==> src/rtl/instr_fetch_buffer.sv <==
// -----------------------------------------------------------------------------
// instr_fetch_buffer
//
// Elastic FIFO between instruction memory and the decode stage. Each entry holds
// a fetched instruction word and its PC. The head entry is presented to decode
// along with two operand candidates for the decode operand multiplexer: the low
// 16 bits of the instruction (immediate) and the head PC plus 4. A flush drops
// every held entry when a branch or jump is taken.
//
// Parameters
//   DEPTH    number of entries (power of two, >= 2)
//   INSTR_W  instruction width
//   PC_W     program-counter width, also the width of out_pc_plus4
//
// Ports
//   clk           rising-edge clock
//   rst_n         synchronous active-low reset
//   in_valid      fetch presents in_instr/in_pc
//   in_ready      buffer can accept an entry this cycle
//   in_instr      fetched instruction word
//   in_pc         address of in_instr
//   flush         discard all entries
//   out_valid     head entry valid
//   out_ready     decode consumes the head this cycle
//   out_instr     head instruction
//   out_pc        head PC
//   out_imm16     head instruction bits [15:0]
//   out_pc_plus4  head PC + 4, wrapping modulo 2^PC_W
//   level         current occupancy, 0..DEPTH
// -----------------------------------------------------------------------------
module instr_fetch_buffer #(
    parameter int DEPTH   = 4,
    parameter int INSTR_W = 32,
    parameter int PC_W    = 16
) (
    input  logic                     clk,
    input  logic                     rst_n,
    input  logic                     in_valid,
    output logic                     in_ready,
    input  logic [INSTR_W-1:0]       in_instr,
    input  logic [PC_W-1:0]          in_pc,
    input  logic                     flush,
    output logic                     out_valid,
    input  logic                     out_ready,
    output logic [INSTR_W-1:0]       out_instr,
    output logic [PC_W-1:0]          out_pc,
    output logic [15:0]              out_imm16,
    output logic [PC_W-1:0]          out_pc_plus4,
    output logic [$clog2(DEPTH):0]   level
);

    localparam int PTR_W = $clog2(DEPTH);
    localparam int CNT_W = PTR_W + 1;
    localparam logic [CNT_W-1:0] FULL_COUNT = CNT_W'(DEPTH);

    // Storage is data-only and needs no reset: nothing is read from it unless
    // count says the slot holds a live entry.
    logic [INSTR_W-1:0] instrMem [DEPTH];
    logic [PC_W-1:0]    pcMem    [DEPTH];

    logic [PTR_W-1:0] wrPtr;
    logic [PTR_W-1:0] rdPtr;
    logic [CNT_W-1:0] count;

    logic push;
    logic pop;

    assign in_ready  = (count < FULL_COUNT);
    assign out_valid = (count != '0);
    assign level     = count;

    // A flush cycle suppresses both handshakes so the flushed word is never
    // written and no pointer moves except the rd_ptr snap below.
    assign push = in_valid  & in_ready  & ~flush;
    assign pop  = out_valid & out_ready & ~flush;

    always_ff @(posedge clk) begin
        if (!rst_n) begin
            wrPtr <= '0;
            rdPtr <= '0;
            count <= '0;
        end else if (flush) begin
            count <= '0;
            rdPtr <= wrPtr;
        end else begin
            if (push) begin
                wrPtr <= wrPtr + 1'b1;
            end
            if (pop) begin
                rdPtr <= rdPtr + 1'b1;
            end
            // Simultaneous push and pop leaves the occupancy unchanged.
            if (push && !pop) begin
                count <= count + 1'b1;
            end else if (pop && !push) begin
                count <= count - 1'b1;
            end
        end
    end

    always_ff @(posedge clk) begin
        if (rst_n && push) begin
            instrMem[wrPtr] <= in_instr;
            pcMem[wrPtr]    <= in_pc;
        end
    end

    // Head outputs come straight from registered state; they read as zero
    // whenever the buffer is empty so decode never sees stale entries.
    logic [INSTR_W-1:0] headInstr;
    logic [PC_W-1:0]    headPc;

    always_comb begin
        headInstr = '0;
        headPc    = '0;
        if (out_valid) begin
            headInstr = instrMem[rdPtr];
            headPc    = pcMem[rdPtr];
        end
    end

    assign out_instr    = headInstr;
    assign out_pc       = headPc;
    assign out_imm16    = headInstr[15:0];
    assign out_pc_plus4 = out_valid ? (headPc + PC_W'(4)) : '0;

endmodule
==> config.mk <==
export PLATFORM = sky130hd
export DESIGN_NAME = instr_fetch_buffer
export DESIGN_NICKNAME = d
export VERILOG_FILES = /design/src/rtl/instr_fetch_buffer.sv
export SDC_FILE = /design/constraint.sdc
export NUM_CORES = 1
export LEC_CHECK = 0
export CAP_MARGIN = 20
export CORE_MARGIN = 3
export CORE_UTILIZATION = 50
export CTS_BUF_LIST = sky130_fd_sc_hd__clkbuf_8
export DETAILED_ROUTE_END_ITERATION = 7
export GPL_TIMING_DRIVEN = 0
export HOLD_SLACK_MARGIN = 0.02
export PLACE_DENSITY = 0.79
export SYNTH_ARGS = -nofsm -noshare
export SYNTH_HDL_FRONTEND = slang
export SYNTH_SLANG_ARGS = --single-unit
==> constraint.sdc <==
create_clock -name clk -period 2.77 [get_ports clk]
set_input_delay 0.6925 -clock clk [delete_from_list [all_inputs] [get_ports clk]]
set_output_delay 0.6925 -clock clk [all_outputs]
set_load 0.01 [all_outputs]
## Yosys cells after proc, flatten, opt, wreduce, memory -nomap -nowiden

Memories as Yosys holds them, arrays and structs flattened. A register that Yosys moved wholly into a read port is not among the register bits.
Index checks and enable logic that the tools add are counted.
W data, S select, Z words.

| cells by class | value |
|---|---|
| bitwise operators | 6 |
| magnitude comparators | 1 |
| $add $sub $neg | 5 |
| muxes and demuxes | 13 |
| reduce and logical (&&, ||, !) cells | 10 |

Operators by type and width:

| cell | count |
|---|---|
| $mux W16 | 2 |
| $mux W32 | 1 |
| $add A16 B3 Y16 const B | 1 |
| $mux W2 | 6 |
| $mux W3 | 2 |
| $add A2 B1 Y2 const B | 2 |
| $and A1 B1 Y1 | 4 |
| $reduce_bool A2 Y1 | 2 |
| $add A3 B1 Y3 const B | 1 |
| $logic_and A1 B1 Y1 | 3 |
| $lt A3 B3 Y1 const B | 1 |
| $reduce_bool A3 Y1 | 1 |
| $sub A3 B1 Y3 const B | 1 |
| $logic_not A1 Y1 | 2 |
| $mux W1 | 2 |
| $not A1 Y1 | 2 |
| $reduce_and A2 Y1 | 1 |
| $reduce_or A2 Y1 | 1 |

| storage, ports and cells | value |
|---|---|
| memories kept | 2 |
| RAM bits | 192 |
| logic and storage cells | 40 |
| output and inout port bits | 85 |
| input port bits | 53 |
| flip-flop bits (word level) | 7 |

Memories:

| memory | depth | width | read ports | clocked after Yosys merged registers in | write ports | RTL line | RTL |
|---|---|---|---|---|---|---|---|
| instrMem | 4 | 32 | 1 | 1 | 1 | 58 | `logic [INSTR_W-1:0] instrMem [DEPTH];` |
| pcMem | 4 | 16 | 1 | 1 | 1 | 59 | `logic [PC_W-1:0] pcMem [DEPTH];` |

## Depth between registers and ports, before layout

Gate-level depths: netlist of the first run.

| logic depth | value |
|---|---|
| word-level depth | 7 |
| gate-level depth with buffers | 10 |

## Least setup slack after synthesis of the first run

Ideal clock, no wire load.

| timing | value |
|---|---|
| path type | reg-to-output |
| from | register count[1], in the netlist level[1] |
| to | output port out_pc_plus4[14] |
| data required time | 2.078 ns |
| path slack | -0.103 ns |
| cell stages (with the launch flop) | 10 |
| arrival time | 2.181 ns |
| cells stage by stage | dfxtp_1 > nor3_1 > inv_1 > clkbuf_1 > and2_1 > ha_1 > nand2_1 > nor3_2 > nand3_1 > mux2_1 |

| between the ends | value |
|---|---|
| longest elaborated chain between the ends | 4 |

RTL lines:

| item | RTL line | RTL |
|---|---|---|
| from (decl) | 63 | `logic [CNT_W-1:0] count;` |
| from (signal assigned) | 94 | `count <= count + 1'b1;` |
| from (signal assigned) | 96 | `count <= count - 1'b1;` |
| $reduce_bool A3 Y1 | 69 | `assign out_valid = (count != '0);` |
| named net out_valid | 43 | `output logic out_valid,` |
| $mux W16 | 116 | `if (out_valid) begin` |
| named net out_pc[2] | 46 | `output logic [PC_W-1:0] out_pc,` |
| $add A16 B3 Y16 | 125 | `assign out_pc_plus4 = out_valid ? (headPc + PC_W'(4)) : '0;` |
| $mux W16 | 125 |  |
| to (decl) | 48 | `output logic [PC_W-1:0] out_pc_plus4,` |

The timed path passes the listed nets, and every way through them passes these cells.

==> results of run 1 <==
## worst min path at each step
stage / startpoint / cells past startpoint / slack [ps] / to
3_5_place_dp: level[2] / 2 / 540 / level[2]
3_3_place_gp: level[2] / 2 / 510 / level[2]
5_1_grt: level[2] / 2 / 560 / level[2]
4_1_cts: wrPtr[1] / 2 / 550 / wrPtr[1]
2_1_floorplan: wrPtr[1] / 2 / 500 / wrPtr[1]
6_report: level[2] / 2 / 530 / level[2]
## layer usage
layer / part of all wire (%) / wire length, µm
met1: 40 / 7209
met2: 52 / 9361
met3: 6.3 / 1148
met4: 2.0 / 365
met5: 0 / 0
## cells by family after synthesis
kind of cell,Yosys count,share of synthesized area [%]
and+or+nand+nor,103,7.166
buffers and inverters,43,3.409
DFF,201,71.68
adders and majority gates,7,1.146
muxes,54,14.42
AOI/OAI and AO/OA,13,1.011
xor gates and xnor gates,11,1.162
## flip-flops by register name, summed over array words and instances (netlist names), named ones only
register,flops
pcMem,64
instrMem,128
wrPtr,2
level,3
rdPtr,2
## worst reg2reg max path, cell delays in order, from the launching register on
cell                      delay [ps]
sky130_fd_sc_hd__dfxtp_2         360
sky130_fd_sc_hd__nor3_4          220
sky130_fd_sc_hd__inv_2           140
sky130_fd_sc_hd__nand2_1         130
sky130_fd_sc_hd__or2_2           120
sky130_fd_sc_hd__ha_1            170
sky130_fd_sc_hd__inv_1            70
sky130_fd_sc_hd__fa_1            380
sky130_fd_sc_hd__xor2_1          160
sky130_fd_sc_hd__or3_1           310
sky130_fd_sc_hd__a21oi_1         140
## metrics by stage
step | instances | cell area [µm²]
3_5_place_dp | 789 | 10040
4_1_cts | 888 | 11360
3_3_place_gp | 785 | 9952
6_report | 906 | 11640
5_1_grt | 906 | 11640
2_1_floorplan | 432 | 8310
## power breakdown
group / switching, mW / internal, mW
clock network: 1.09 / 1.26
registers: 0.0164 / 3.38
logic: 0.404 / 0.577
total: 1.51 / 5.21
## synthesized netlist by cell type, drive strengths merged
cell type / n
a211oi: 1
a21boi: 1
a21oi: 3
a311oi: 1
a31o: 1
a31oi: 1
and2: 54
and3b: 2
buf: 26
clkbuf: 10
dfxtp: 9
edfxtp: 192
fa: 1
ha: 6
inv: 7
mux2: 4
mux2i: 1
mux4: 49
nand2: 15
nand2b: 1
nand3: 5
nand4: 1
nor2: 16
nor3: 3
nor4: 3
o21ai: 5
or2: 1
or3: 2
xnor2: 5
xor2: 6
## area by class of cell
type / instances / share of cell area, %
inverters: 7 / 0.2258
flip-flops and latches: 201 / 51.13
clock buffers: 35 / 4.139
clock inverters: 21 / 0.9999
repair buffers: 202 / 18.26
multi-input cells: 188 / 19.23
well taps: 216 / 2.322
plain buffers: 35 / 3.666
diodes: 1 / 0.02150
## repair_timing
action	4_1_cts	5_1_grt
hold buffers	0	0
pin swaps	17	15
cloned	2	1
resized for setup	453	72
setup buffers	41	24
setup endpoints to repair	81	81
==> metrics.md, run 1 <==
| Metric | Value |
|---|---|
| Result of the run | complete, but fails checks |
| Violated checks | setup timing |
| Maximum number of pins on one net before global-route repair | 31 |
| Most frequent standard cell in the layout excluding fill and tap cells | sky130_fd_sc_hd__edfxtp_1 |
| Port buffer count | 137 |
| Total Die Area | 18170 µm² |
| Pins over their slew limit | 0 |
| Total power | 6.723 mW |
| Leading cell types by total area after synthesis | sky130_fd_sc_hd__edfxtp_1, sky130_fd_sc_hd__mux4_2, sky130_fd_sc_hd__and2_1, sky130_fd_sc_hd__mux4_1, sky130_fd_sc_hd__dfxtp_1 |
| Aggregate negative setup slack | -24610 ps |
| Clock tree from TritonCTS | done |
| Measured slew at the worst slew-check pin | 606.3 ps |
| CP Capture Point | out_pc_plus4[12] |
| Portion of the post-synthesis area used by sequential elements | 71.69% |
| Register area | 5951 µm² |
| Cells along the critical path | buf_6 > buf_12 > mux4_2 > and2_4 > ha_4 > nand2_4 > nor4_2 > nand2_1 > mux2_4 > buf_6 |
| Vias | 4778 |
| Area grow syn2layout | 40.31% |
| Final worst hold slack | 531.1 ps |
| Util after Layout | 72.47% |
| Floorplan die width | 134.8 µm |
| Top achievable clock speed | 298.8 MHz |
| Critical-path cell with the highest stage delay | sky130_fd_sc_hd__mux4_2 |
| Worst path most repeated cell | sky130_fd_sc_hd__buf_6 |
| Ratio of cells with drive above 1 in the final layout | 49.06% |
| Depth of the worst register-to-register path | 10 |
| Number of search-and-repair iterations in the first detailed-routing pass | 4 |
| Max Root-Sink Buffers | 3 |
| Maximum single-stage delay on the critical path | 530 ps |
| Worst slew slack as a fraction of its limit | 59.58% |
| Crit path depth | 10 |
| Crit path kind | reg -> out |
| Worst flop-to-flop path endpoint | level[2] |
| Final number of setup-violating endpoints | 76 |
| Worst min-delay path category | reg -> reg |
| Startpoint class of the critical path | flop |
| RR Startpoint | level[0] |
| Core Area | 16060 µm² |
| Gate count of the mapped netlist | 432 |
| Filler Cells Inserted | 958 |
| Total number of yosys warnings | 0 |
| Max Cap Violations | 0 |
| Number of nets in the synthesized netlist | 492 |
| Average via count per standard cell | 5.274 |
| Met3 Usage GRT | 4.881% |
| Post-synth top area cell | sky130_fd_sc_hd__edfxtp_1 |
| Slack of the worst reg-to-reg path | 510 ps |
| Final Cycle Share | 120.8% |
| Arrival time worst endpoint | 2650 ps |
| Top-area cell type share of the netlist area | 69.51% |
| Leakage component of the power | 4.241 nW |
| Most used cells in the layout excluding fill and tap cells | sky130_fd_sc_hd__edfxtp_1, sky130_fd_sc_hd__buf_6, sky130_fd_sc_hd__clkdlybuf4s50_1 |
| Placer Congestion | 0.7991 |
| Layout Nets | 729 |
| Type of destination of the critical path | output port |
| Met2 Resource Use GR | 34.13% |
| Global-route track usage on met1 | 24.86% |
| Starting utilization of the core area | 51.65% |
| Rows | 46 |
| Critical path's top delay family | multiplexers |
| Total global routing track utilization | 19.90% |
| Clock sinks | 201 |
| Maximum fanout count along the critical path | 4 |
| Congestion Overflow GR | 0 |
| Mapped Avg Cell Area | 19.20 µm² |
| Post-layout worst setup margin | -577.1 ps |
| Number of flip-flops and latches in the synthesized netlist | 201 |
| Count of routing violations after the opening detailed-route iteration | 323 |
| Netlist Area Pre-Place | 8294 µm² |
| Unrepaired setup endpoints after global routing | true |
| Final worst clock skew | 9.765 ps |
| Vertical extent of the die | 134.8 µm |
| Total wirelength of the detailed-routed design | 18090 µm |
| Clock-pin slew on the worst setup and hold paths | 60 ps |
| Number of antenna violations at the first check in global routing | 1 |
| Antenna Violating Nets Remaining | 0 |
| DRC violations left | 0 |
| Global-route wire length before repair | 27520 µm |
| Vias in the first global route | 5150 |
| Half-perimeter wire length after detailed placement | 10860 µm |
| Peak ir drop on the vdd network | 0.5136 mV |
| Power Dens Cells | 577.7 nW/µm² |
| Boundary Pins | 138 |
| Maximum level of the CTS H-tree | 2 |
| Routed wire length per instance | 19.96 µm |
| Number of buffers and inverters on the critical path | 3 |
| WP data required | 2080 ps |
| Root buffer selected by CTS | sky130_fd_sc_hd__clkbuf_8 |
| Cts bufs inserted | 34 |
| Clock network latency to the later pin of the worst-skew pair | 500 ps |
| Multi-input gate area | 2238 µm² |
| Final Hold Viols | 0 |
| Distinct cells, synth | 42 |
| Grt peak-use layer | met2 |
| Setup Slack @ Placement | -619.4 ps |
| Final min period | 3347 ps |
No activity file was read; power rests on OpenSTA's default activity.
==> inputs of run 2 (changes only) <==
--- a/config.mk
+++ b/config.mk
@@ -7,12 +7,13 @@
 export LEC_CHECK = 0
 export CAP_MARGIN = 20
 export CORE_MARGIN = 3
-export CORE_UTILIZATION = 50
+export CORE_UTILIZATION = 51
 export CTS_BUF_LIST = sky130_fd_sc_hd__clkbuf_8
 export DETAILED_ROUTE_END_ITERATION = 7
+export DONT_BUFFER_PORTS = 1
 export GPL_TIMING_DRIVEN = 0
 export HOLD_SLACK_MARGIN = 0.02
-export PLACE_DENSITY = 0.79
+export PLACE_DENSITY = 0.69
 export SYNTH_ARGS = -nofsm -noshare
 export SYNTH_HDL_FRONTEND = slang
 export SYNTH_SLANG_ARGS = --single-unit
==> metrics.md, run 2 (synthesized netlist as in run 1, its figures left out) <==
| Metric | Value |
|---|---|
| Average via count per standard cell | 5.520 |
| Most flop-heavy register | instrMem |
| Clock-pin slew on the worst setup and hold paths | 60 ps |
| DRC violations left | 0 |
| Half-perimeter wire length after detailed placement | 10120 µm |
| Clock tree from TritonCTS | done |
| Rows | 45 |
| Filler Cells Inserted | 1078 |
| Violated checks | setup timing |
| Power Dens Cells | 628.9 nW/µm² |
| Dpl cells | 647 |
| Arrival time worst endpoint | 2530 ps |
| Measured slew at the worst slew-check pin | 745.1 ps |
| Routed wire length per instance | 22.02 µm |
| Final non-filler cell total | 743 |
| Maximum number of pins on one net before global-route repair | 30 |
| Placer Congestion | 0.7131 |
| Startpoint class of the critical path | flop |
| Critical path's top delay family | simple AND/OR/NAND/NOR gates |
| Number of search-and-repair iterations in the first detailed-routing pass | 4 |
| Final Hold Viols | 0 |
| Clock sinks | 201 |
| Ratio of cells with drive above 1 in the final layout | 45.86% |
| Result of the run | complete, but fails checks |
| Final worst clock skew | 21.75 ps |
| Cts bufs inserted | 34 |
| Final Cycle Share | 116.4% |
| Vias in the first global route | 4408 |
| Type of destination of the critical path | output port |
| Total wirelength of the detailed-routed design | 16360 µm |
| Ant. Diodes | 0 |
| Total Die Area | 17830 µm² |
| Total power | 6.364 mW |
| Met3 Usage GRT | 6.193% |
| Boundary Pins | 138 |
| Final number of setup-violating endpoints | 65 |
| Crit path kind | reg -> out |
| Unrepaired setup endpoints after global routing | true |
| Cells along the critical path | buf_6 > buf_8 > mux4_2 > and2_4 > ha_4 > nand2_8 > nor4_1 > xnor2_1 > nor2_2 |
| Peak ir drop on the vdd network | 0.4739 mV |
| Root buffer selected by CTS | sky130_fd_sc_hd__clkbuf_8 |
| Multi-input gate area | 2307 µm² |
| Vertical extent of the die | 133.5 µm |
| Max Cap Violations | 0 |
| Floorplan die width | 133.5 µm |
| Maximum single-stage delay on the critical path | 370 ps |
| Number of antenna violations at the first check in global routing | 0 |
| Antenna Violating Nets Remaining | 0 |
| Vias | 4101 |
| Count of routing violations after the opening detailed-route iteration | 224 |
| Setup Slack @ Placement | -319.5 ps |
| Hold Buf Count CTS | 0 |
| Final worst hold slack | 282.5 ps |
| Max Root-Sink Buffers | 3 |
| Top achievable clock speed | 310.2 MHz |
| Worst slew slack as a fraction of its limit | 50.33% |
| Maximum fanout count along the critical path | 10 |
| Leakage component of the power | 3.450 nW |
| Clock network latency to the later pin of the worst-skew pair | 500 ps |
| Most used cells in the layout excluding fill and tap cells | sky130_fd_sc_hd__edfxtp_1, sky130_fd_sc_hd__mux4_2, sky130_fd_sc_hd__clkbuf_8 |
| Register area | 5957 µm² |
| Met2 Resource Use GR | 31.29% |
| Layout Nets | 570 |
| Global-route track usage on met1 | 22.16% |
| Congestion Overflow GR | 0 |
| Post-layout worst setup margin | -453.8 ps |
| Port buffer count | 0 |
| Final min period | 3224 ps |
| Critical-path cell with the highest stage delay | sky130_fd_sc_hd__nor4_1 |
| Worst min-delay path category | in -> reg |
| Global-route wire length before repair | 24750 µm |
| Slack of the worst reg-to-reg path | 570 ps |
| Most frequent standard cell in the layout excluding fill and tap cells | sky130_fd_sc_hd__edfxtp_1 |
| Maximum level of the CTS H-tree | 2 |
| Util after Layout | 65.11% |
| Total global routing track utilization | 18.39% |
| Grt peak-use layer | met2 |
| WP data required | 2080 ps |
| Area grow syn2layout | 21.99% |
| Number of flip-flops under the largest register name | 128 |
| Core Area | 15540 µm² |
| Number of buffers and inverters on the critical path | 2 |
| Pins over their slew limit | 0 |
| Starting utilization of the core area | 53.37% |
[run 2: cell types whose count changed in the layout (fill, tap and decap cells not counted), sizes merged]
cell           change
clkinvlp           -1
buf               -97
bufinv             -1
clkdlybuf4s50     -57
clkinv             +2
dlygate4sd2        -2
clkbuf             -1
diode              -1
[run 2: final timing paths]
kind                 start               end  cells after the start
setup / recovery      flop  out_pc_plus4[10]                      9
hold / removal    in_pc[8]       pcMem[3][8]                      0
setup reg to reg  level[1]          level[2]                     10
hold reg to reg   wrPtr[1]          wrPtr[1]                      2
[run 2: final cells by class]
class                   instances  area share (%)
plain buffers                  35           4.377
clock buffers                  37           5.033
clock inverters                21          0.8779
inverters                       7          0.2597
multi-input cells             188           22.80
flip-flops and latches        201           58.87
well taps                     211           2.609
repair buffers                 43           5.169
[run 2: routing by layer]
layer	part of all wire, %	vias to the layer above
li1	-	1828
met1	39	2113
met2	52	133
met3	7.8	27
met4	2.0	0
met5	0	-
[run 2: power breakdown]
| part | internal (mW) | leakage [nW] | switching (mW) | total, mW |
|---|---|---|---|---|
| combinational | 0.331 | 1.29 | 0.313 | 0.645 |
| clock | 1.23 | 0.351 | 1.10 | 2.32 |
| sequential | 3.38 | 1.81 | 0.0182 | 3.40 |
[run 2: worst reg2reg max path: cells and delay by family (launching register included)]
family,cells,cell delay [ps]
and+or+nand+nor,4,740
adders and majority gates,2,530
DFF,1,370
buffers and inverters,2,190
xor gates and xnor gates,1,160
AOI/OAI and AO/OA,1,140
[run 2: what timing repair did]
item	in CTS	in global routing
gates cloned	4	0
pin swaps	12	7
gates resized for setup	102	46
buffers inserted	20	17
setup endpoints to repair	71	72
[run 2: metrics by stage]
| step | setup TNS [ps] | area, µm² |
|---|---|---|
| 5_1_grt | -17160 | 10120 |
| 3_5_place_dp | -6101 | 8660 |
| 4_1_cts | -14430 | 9866 |
| 2_1_floorplan | 0 | 8310 |
| 3_3_place_gp | -157260 | 8574 |
| 6_report | -12400 | 10120 |
==> inputs of run 3 (changes only) <==
--- a/config.mk
+++ b/config.mk
@@ -13,7 +13,9 @@
 export DONT_BUFFER_PORTS = 1
 export GPL_TIMING_DRIVEN = 0
 export HOLD_SLACK_MARGIN = 0.02
+export MAX_ROUTING_LAYER = met4
 export PLACE_DENSITY = 0.69
+export REMOVE_ABC_BUFFERS = 1
 export SYNTH_ARGS = -nofsm -noshare
 export SYNTH_HDL_FRONTEND = slang
 export SYNTH_SLANG_ARGS = --single-unit
==> metrics.md, run 3 (synthesized netlist as in run 1, its figures left out) <==
| Metric | Value |
|---|---|
| Result of the run | complete, but fails checks |
| Violated checks | setup timing |
| Critical-path cell with the highest stage delay | sky130_fd_sc_hd__mux4_2 |
| Total power | 6.025 mW |
| Antenna Violating Nets Remaining | 0 |
| Vias in the first global route | 4328 |
| Arrival time worst endpoint | 2440 ps |
| Non-Filler Cell Area, Final | 9772 µm² |
| Top achievable clock speed | 319.2 MHz |
| Final Hold Viols | 0 |
| Maximum level of the CTS H-tree | 1 |
| Starting utilization of the core area | 53.37% |
| Crit path kind | reg -> out |
| DRC violations left | 0 |
| Ratio of cells with drive above 1 in the final layout | 43.80% |
| Average via count per standard cell | 5.602 |
| Met2 Resource Use GR | 31.55% |
| Congestion Overflow GR | 0 |
| Maximum fanout count along the critical path | 5 |
| WP data required | 2080 ps |
| Final number of setup-violating endpoints | 66 |
| Floorplan die width | 133.5 µm |
| Boundary Pins | 138 |
| Final Cycle Share | 113.1% |
| Worst slew slack as a fraction of its limit | 48.62% |
| Hold Buf Count CTS | 0 |
| Port buffer count | 0 |
| Final worst hold slack | 247.6 ps |
| Aggregate negative setup slack | -10100 ps |
| Final min period | 3133 ps |
| Grt peak-use layer | met2 |
| Max Cap Violations | 0 |
| Most used cells in the layout excluding fill and tap cells | sky130_fd_sc_hd__edfxtp_1, sky130_fd_sc_hd__mux4_2, sky130_fd_sc_hd__and2_4 |
| Worst min-delay path category | in -> reg |
| Type of destination of the critical path | output port |
| Cts bufs inserted | 30 |
| Most frequent standard cell in the layout excluding fill and tap cells | sky130_fd_sc_hd__edfxtp_1 |
| Clock-pin slew on the worst setup and hold paths | 70 ps |
| Global-route track usage on met1 | 21.05% |
| Area of placed instances | 8437 µm² |
| Clock sinks | 201 |
| Vertical extent of the die | 133.5 µm |
| Met3 Usage GRT | 6.571% |
| Startpoint class of the critical path | flop |
| Routed wire length per instance | 22.40 µm |
| Power Dens Cells | 616.6 nW/µm² |
| Cells along the critical path | buf_16 > mux4_2 > and2_4 > ha_4 > nand2_4 > nor4_2 > nand2_1 > mux2_4 |
| Area grow syn2layout | 17.82% |
| Number of flip-flops under the largest register name | 128 |
| Count of routing violations after the opening detailed-route iteration | 196 |
| Peak ir drop on the vdd network | 0.3950 mV |
| Final worst clock skew | 9.777 ps |
| Filler Cells Inserted | 1089 |
| Maximum single-stage delay on the critical path | 500 ps |
| Ant. Diodes | 0 |
| Measured slew at the worst slew-check pin | 770.8 ps |
| Unrepaired setup endpoints after global routing | true |
| Global-route wire length before repair | 24360 µm |
| Util after Layout | 62.88% |
| Placer Congestion | 0.7404 |
| Rows | 45 |
| Total Die Area | 17830 µm² |
| Number of buffers and inverters on the critical path | 1 |
| Max Root-Sink Buffers | 3 |
| Clock tree from TritonCTS | done |
| Number of search-and-repair iterations in the first detailed-routing pass | 4 |
| Most flop-heavy register | instrMem |
| Total global routing track utilization | 18.54% |
| Maximum number of pins on one net before global-route repair | 28 |
| Clock network latency to the later pin of the worst-skew pair | 540 ps |
| Vias | 3983 |
| Number of antenna violations at the first check in global routing | 0 |
| Root buffer selected by CTS | sky130_fd_sc_hd__clkbuf_8 |
| Pins over their slew limit | 0 |
| Total wirelength of the detailed-routed design | 15920 µm |
| Core Area | 15540 µm² |
| Critical path's top delay family | multiplexers |
| Leakage component of the power | 3.251 nW |
| Layout Nets | 537 |
| Half-perimeter wire length after detailed placement | 8811 µm |
| Post-layout worst setup margin | -363.1 ps |
==> run 3: changes by cell type in the layout (fill, tap and decap cells not counted), moves of 2 or more <==
cell                       before  now
sky130_fd_sc_hd__inv_6          0    2
sky130_fd_sc_hd__clkbuf_8      39   30
sky130_fd_sc_hd__a21oi_2        0    2
sky130_fd_sc_hd__buf_12        15   11
sky130_fd_sc_hd__mux4_1         4    0
sky130_fd_sc_hd__and2_4        38   44
sky130_fd_sc_hd__clkbuf_2       4    0
sky130_fd_sc_hd__buf_4         24   17
sky130_fd_sc_hd__buf_16         3    7
sky130_fd_sc_hd__clkinv_1       4    6
sky130_fd_sc_hd__buf_6         26   10
sky130_fd_sc_hd__mux4_2        45   49
sky130_fd_sc_hd__and2_1        11    6
==> run 3: area by class of cell <==
cell class | instances | area (µm²) | share of cell area, %
Clock buffer | 30 | 412.9 | 4.225
Clock inverter | 25 | 106.4 | 1.088
Inverter | 7 | 52.55 | 0.5378
Multi-Input combinational cell | 188 | 2272 | 23.25
Sequential cell | 201 | 5957 | 60.96
Tap cell | 211 | 264.0 | 2.702
Timing Repair Buffer | 48 | 698.2 | 7.145
Timing Repair inverter | 1 | 8.758 | 0.08963
==> run 3: routing by layer <==
| metal | up-vias | routed length, µm |
|---|---|---|
| met5 | - | 0 |
| met4 | 0 | 243 |
| met3 | 20 | 1288 |
| met2 | 135 | 8426 |
| met1 | 2071 | 5966 |
| li1 | 1757 | - |
==> run 3: what timing repair did <==
item / in CTS / in global routing
cloned: 4 / 0
pin swaps: 16 / 6
buffers inserted: 33 / 9
setup endpoints to repair: 84 / 75
resized for setup: 90 / 50
==> run 3: path summary, 6_finish.rpt <==
check / startpoint / end / slack, ps / cells after the start
worst max-delay path: flop / out_pc_plus4[12] / -360 / 8
worst min-delay path: in_instr[0] / instrMem[1][0] / 250 / 0
worst max register to register: level[2] / level[2] / 330 / 11
worst min register to register: level[2] / level[2] / 550 / 2
==> run 3: power by group <==
part,internal (mW),leakage (nW),switching (mW)
Combinational,0.303,1.12,0.308
Clock,1.01,0.317,1.01
Sequential,3.38,1.81,0.0196
==> run 3: worst register-to-register path, cell delays in order (launching register included) <==
cell	delay (ps)
sky130_fd_sc_hd__dfxtp_2	370
sky130_fd_sc_hd__nor3_4	240
sky130_fd_sc_hd__buf_4	200
sky130_fd_sc_hd__inv_6	120
sky130_fd_sc_hd__nand2_1	130
sky130_fd_sc_hd__or2_2	120
sky130_fd_sc_hd__ha_1	170
sky130_fd_sc_hd__inv_1	70
sky130_fd_sc_hd__fa_1	370
sky130_fd_sc_hd__xor2_1	160
sky130_fd_sc_hd__or3_1	300
sky130_fd_sc_hd__a21oi_1	130
==> run 3: metrics by stage <==
stage,setup slack (ps),std cells
5_1_grt,-454.8,711
3_5_place_dp,-1115,613
3_3_place_gp,-2813,607
4_1_cts,-411.4,705
6_report,-363.1,711
2_1_floorplan,-1778,396
